===== src/rtl/lmc_control.sv =====
// Fetch/decode/execute sequencer for the R3 accumulator datapath.
// Moore outputs decoded from state and IR; each instruction takes three cycles.
module lmc_control #(
   parameter int unsigned ADDR_WIDTH = 2,
   parameter int unsigned DATA_WIDTH = 4
) (
   input  logic                  timer555,
   input  logic                  reset_n,
   input  logic                  run,
   input  logic [DATA_WIDTH-1:0] RAM_out,
   input  logic [ADDR_WIDTH-1:0] counter,
   output logic                  Addr_sel,
   output logic [ADDR_WIDTH-1:0] addr_operand,
   output logic                  Counter_inc,
   output logic                  Counter_load,
   output logic                  Acc_button,
   output logic                  MUX_switch,
   output logic                  RAM_button,
   output logic [DATA_WIDTH-1:0] ir,
   output logic                  busy,
   output logic                  halted
);

   typedef enum logic [2:0] {IDLE, FETCH, DECODE, EXEC, HALT} state_e;
   typedef enum logic [1:0] {OP_LDA = 2'b00, OP_ADD = 2'b01, OP_STA = 2'b10, OP_BRA = 2'b11} op_e;

   state_e                state_q, state_d;
   logic [DATA_WIDTH-1:0] ir_q, ir_d;
   op_e                   opcode;
   logic                  self_jump;

   assign opcode       = op_e'(ir_q[DATA_WIDTH-1 -: 2]);
   assign self_jump    = (ir_q[ADDR_WIDTH-1:0] == counter);
   assign addr_operand = ir_q[ADDR_WIDTH-1:0];
   assign ir           = ir_q;

   always_ff @(posedge timer555 or negedge reset_n) begin
      if (!reset_n) begin
         state_q <= IDLE;
         ir_q    <= '0;
      end else begin
         state_q <= state_d;
         ir_q    <= ir_d;
      end
   end

   always_comb begin
      state_d = state_q;
      ir_d    = ir_q;
      case (state_q)
         IDLE:    if (run) state_d = FETCH;
         FETCH: begin
            ir_d    = RAM_out;
            state_d = DECODE;
         end
         DECODE:  state_d = EXEC;
         EXEC:    state_d = (opcode == OP_BRA && self_jump) ? HALT : FETCH;
         HALT:    state_d = HALT;
         default: state_d = IDLE;
      endcase
   end

   // Strobes come only from the registered state, so async reset clears them at once.
   always_comb begin
      Addr_sel     = 1'b0;
      Counter_inc  = 1'b0;
      Counter_load = 1'b0;
      Acc_button   = 1'b0;
      MUX_switch   = 1'b0;
      RAM_button   = 1'b0;
      busy         = 1'b0;
      halted       = 1'b0;
      case (state_q)
         FETCH:  busy = 1'b1;
         DECODE: begin
            busy     = 1'b1;
            Addr_sel = 1'b1;
         end
         EXEC: begin
            busy     = 1'b1;
            Addr_sel = 1'b1;
            case (opcode)
               OP_LDA: begin
                  Acc_button  = 1'b1;
                  Counter_inc = 1'b1;
               end
               OP_ADD: begin
                  Acc_button  = 1'b1;
                  MUX_switch  = 1'b1;
                  Counter_inc = 1'b1;
               end
               OP_STA: begin
                  RAM_button  = 1'b1;
                  Counter_inc = 1'b1;
               end
               OP_BRA:  Counter_load = !self_jump;
               default: ;
            endcase
         end
         HALT:    halted = 1'b1;
         default: ;
      endcase
   end

endmodule

===== config.mk =====
export PLATFORM = sky130hd
export DESIGN_NAME = lmc_control
export DESIGN_NICKNAME = d
export VERILOG_FILES = /design/src/rtl/lmc_control.sv
export SDC_FILE = /design/constraint.sdc
export NUM_CORES = 1
export LEC_CHECK = 0
export CAP_MARGIN = 20
export CELL_PAD_IN_SITES_DETAIL_PLACEMENT = 0
export CELL_PAD_IN_SITES_GLOBAL_PLACEMENT = 1
export CORE_AREA = 2 2 39 41
export DETAILED_ROUTE_END_ITERATION = 12
export DIE_AREA = 0 0 41 43
export DONT_BUFFER_PORTS = 1
export GPL_TIMING_DRIVEN = 1
export PLACE_DENSITY_LB_ADDON = 0.2
export SLEW_MARGIN = 20
export SYNTH_ARGS = -nofsm -noshare
export SYNTH_HDL_FRONTEND = slang
export SYNTH_SLANG_ARGS = --single-unit

===== constraint.sdc =====
create_clock -name timer555 -period 1.45 [get_ports timer555]
set_input_delay 0.145 -clock timer555 [delete_from_list [all_inputs] [get_ports timer555]]
set_output_delay 0.145 -clock timer555 [all_outputs]
set_load 0.02 [all_outputs]

[Word-level counts from Yosys, hierarchy flattened]
Cells that the tools add are included.
Storage, ports and cells
  register bits: 7
  latch bits: 0
  RAM bits: 0
  ROM bits: 0
  bits of input ports: 9
  output and inout bits: 14
  word-level logic and storage cells: 35
  memories kept: 0
Cells by class
  $add $sub $neg: 0
  multipliers: 0
  div/mod/pow operators: 0
  magnitude comparators: 0
  eq/ne operators: 9
  shift-type cells: 0
  multiplexer cells: 16
  bitwise operators: 0
  reductions and logical operators: 8
Operators with widths (number)
  $pmux W3 S5: 1
  $mux W1: 13
  $eq A3 B2 Y1 const B: 2
  $mux W3: 2
  $reduce_or A3 Y1: 2
  $eq A2 B2 Y1 const B: 2
  $reduce_or A2 Y1: 2
  $eq A3 B1 Y1 const B: 1
  $eq A3 B3 Y1 const B: 1
  $logic_not A3 Y1: 1
  $eq A2 B1 Y1 const B: 1
  $eq A2 B2 Y1: 1
  $logic_not A2 Y1: 1
  $ne A2 B2 Y1 const B: 1
  $logic_and A1 B1 Y1: 1
  $logic_not A1 Y1: 1

[Longest topological paths before layout]
  depth after elaboration: 4
  mapped depth: 3
  gate-level depth less buffers: 3

[Worst setup path after synthesis]
Ideal clock, no wire load.
  path kind: register to output
  start point: reg state_q[2]
  end point: out MUX_switch
  arrival: 1335 ps
  setup slack: -30 ps
  cell stages (with the launch flop): 4
  path through: dfrtp_1 nor2b_4 nand2_1 nor3b_1
Between the ends
  word-level cells in the longest chain between the ends: 2
Ends and longest elaborated chain
  start, declared: line 27  | state_e state_q, state_d;
  start signal, assigned: line 42  | state_q <= state_d;
  $eq A3 B2 Y1: line 73  | case (state_q)
  $mux W1: line 73
  end, declared: line 17  | output logic MUX_switch,
No other way between the ends.

[Final worst setup path]
Ends and elaborated chain as after synthesis.

==> impl_metrics.py <==
metrics = {
    "floorplanning": {
        "die_h_um": 43,
        "row_count": 14,
        "die-width_um": 41,
        "die_area_um2": 1760,
        "start_util_pct": 27.9,
        "core_um2": 1380,
        "io_pins": 23,
    },
    "setup_path": {
        "critical_path.startpoint_type": "register",
        "crit_chain": "nor2b_4 -> nand2_4 -> nor3b_2 -> buf_4",
        "reg2reg_slack_ps": 100,
        "criticalPathCategory": "register to output port",
        "cp_data_arrival_time_ps": 1250,
        "worstPathMaxFanout": 4,
        "cp_data_required_time_ps": 1310,
        "crit_path_top_delay_cell": "dfrtp_2",
        "end_kind": "output port",
        "slowest_delay_ps": 420,
    },
    "timing": {
        "finalSetupViolCount": 0,
        "tightest_slew_ps": 386,
        "fin_crit_ps": 1390,
        "finalHoldViolCount": 0,
        "finalMaxSlewViolations": 0,
        "fin_crit_sh_pct": 95.9,
        "fin_skew_ps": 7.53,
        "rsz0062_at_grt": "true",
        "maxSlewHeadroom_pct": 74.2,
        "clock.fmax_mhz": 719,
    },
    "grt": {
        "grt_pass1_vias": 339,
        "grt_usage_pct": 12.6,
        "antenna_found_initial": 0,
        "grt_max_degree": 9,
        "gr-total-overflow": 0,
        "grt_pass1_wl_um": 1410,
    },
    "logic_synthesis": {
        "yosys.area_share.simple_pct": 26.9,
        "netlist_instances": 36,
        "ys_seq_elements": 7,
        "synth_top_area_share_pct": 45.3,
        "synth_seq_area_share_pct": 45.3,
        "yosys.area.top_type": "dfrtp_1",
        "yosysWarnings": 0,
        "synth_xor_area_share_pct": 4.53,
        "synth_compound_area_share_pct": 7.77,
        "yosys-mux-area-fraction_pct": 11.7,
        "postSynthAreaPerCell_um2": 10.7,
        "synthAdderAreaFrac_pct": 0,
        "synth.area.top_cells": "dfrtp_1 (45%), mux2_2 (12%), nor2_1 (4.9%)",
        "synth_nets": 45,
        "ys_types": 19,
        "synth_top_family_by_area": "simple AND/OR/NAND/NOR gates",
        "synth_area_um2": 387,
    },
    "pwr": {
        "share_comb_of_total_power_pct": 54.3,
        "seq_power_share_pct": 32.8,
        "leakage_nw": 0.236,
        "sw_frac_of_total_pct": 46.5,
        "clkPwrFrac_pct": 12.9,
        "pwr_density_cell_nw_per_um2": 2650,
        "p_switching_mw": 0.645,
        "internal-power_mw": 0.743,
        "peakVddDrop_v": 0.00100,
    },
    "drt": {
        "ant_nets": 0,
        "vias": 306,
        "drtIter0Drc": 2,
        "wirelength_um": 865,
        "wl_per_cell_um": 13.3,
        "vias_per_cell": 4.71,
        "dr.pass1.iters": 2,
        "remaining_drc_errors": 0,
    },
    "hold_path": {
        "hp-class": "input pin to register",
    },
    "place": {
        "dp_hpwl_um": 676,
        "port_buffers": 0,
        "place_area_um2": 462,
        "place.gp.congestion": 0.570,
    },
    "clocking": {
        "cts_buffer_depth": 2,
        "cts_buffers": 3,
        "tritoncts": "yes",
        "clk_latency_ps": 260,
        "cts.sinks": 7,
        "h-tree-depth": 1,
        "clk_pin_slew_ps": 50,
        "ctsRootBufferMaster": "clkbuf_4",
    },
    "layout": {
        "fill_cells": 149,
        "post_route_cells_drive_above_1_share_pct": 55.1,
        "antenna_cells": 0,
        "fin_area_um2": 524,
        "layout.nets": 59,
        "area_growth_pct": 35.6,
        "final_core_util_pct": 37.9,
    },
    "outcome": {
        "status": "finished clean",
    },
    "flow_run": {
        "max_cap_viol_count": 0,
    },
}
## critical path, delay by kind of cell (launching register included)
| kind | cells | cell delay (ps) |
|---|---|---|
| buffers and inverters | 1 | 160 |
| and+or+nand+nor | 3 | 410 |
| DFF | 1 | 420 |
## cells in the mapped netlist (all sizes together)
library cell,number
dfrtp,7
nor2,6
mux2,4
a21oi,2
buf,2
nor3b,2
xor2,2
a211oi,1
and2,1
and3,1
nand2,1
nand2b,1
nand4,1
nor2b,1
o21ai,1
o21bai,1
or2,1
or2b,1
## power groups by stage
| stage | Sequential [mW] | Clock, mW | Combinational, mW |
|---|---|---|---|
| 4_1_cts | 0.449 | 0.189 | 0.755 |
| 6_report | 0.456 | 0.179 | 0.753 |
| 3_3_place_gp | 0.446 | 0 | 0.685 |
| 5_1_grt | 0.471 | 0.205 | 0.816 |
| 2_1_floorplan | 0.470 | 0 | 0.511 |
| 3_5_place_dp | 0.460 | 0 | 0.701 |
## repair_timing
action,4_1_cts,5_1_grt
setup endpoints to repair,5,3
gates resized for setup,3,2
hold buffers,1,0
cloned,0,0
endpoints found under the hold margin,7,0
buffers inserted,2,0
pin swaps,0,1
## per-layer routing
metal,global-route usage (%),up-vias,part of all wire (%)
li1,-,148,-
met2,19.7,10,58
met4,4.00,0,0.92
met3,10.5,2,9.6
met1,11.8,146,32
met5,0,-,0
## final timing paths
| kind | from | endpoint | cells past startpoint |
|---|---|---|---|
| min in group asynchronous | reset_n | state_q[2] | 1 |
| hold reg to reg | state_q[2] | state_q[1] | 2 |
| hold / removal | RAM_out[0] | ir[0] | 1 |
| setup / recovery | state_q[2] | MUX_switch | 4 |
| setup reg to reg | state_q[1] | ir[1] | 4 |
| max in group asynchronous | reset_n | ir[2] | 1 |
## cell families after synthesis
| kind of cell | Yosys count |
|---|---|
| mux | 4 |
| buf+inv | 2 |
| xor+xnor | 2 |
| simple gates | 16 |
| flops | 7 |
| compound gates | 5 |
## cell usage in the layout (no fill, tap or decap), drive strengths merged
master and count:
dfrtp 7, a21oi 2, xor2 2, and2 1, clkbuf 4, or2b 1
and3 1, or2 1, nand2 1, nand2b 1, dlygate4sd3 1, nand4 1
nor2 6, buf 10, mux2 4, o21bai 1, o21ai 1, nor3b 2
nor2b 1, a211oi 1
## state kept, by name, summed over array words and instances (netlist names)
signal	flops
ir	4
state_q	3
## through the flow
| step | hold WS, ps | setup slack [ps] | setup TNS, ps | std cells | total power [mW] |
|---|---|---|---|---|---|
| 6_report | 42.4 | 59.7 | 0 | 65 | 1.39 |
| 2_1_floorplan | -151 | 136 | 0 | 36 | 0.981 |
| 3_5_place_dp | -150 | 188 | 0 | 58 | 1.16 |
| 4_1_cts | 34.4 | 18.8 | 0 | 65 | 1.39 |
| 3_3_place_gp | -150 | 232 | 0 | 58 | 1.13 |
| 5_1_grt | 20.3 | -22.2 | -34.9 | 65 | 1.49 |
## cell type report
type	instances	area (um2)	area share, %
clock buffer	4	26.3	5.01
multi-input combinational	27	214	40.8
sequential	7	179	34.1
tap	16	20.0	3.82
timing repair buffer	11	85.1	16.2
(Power assumes the default switching activity.)
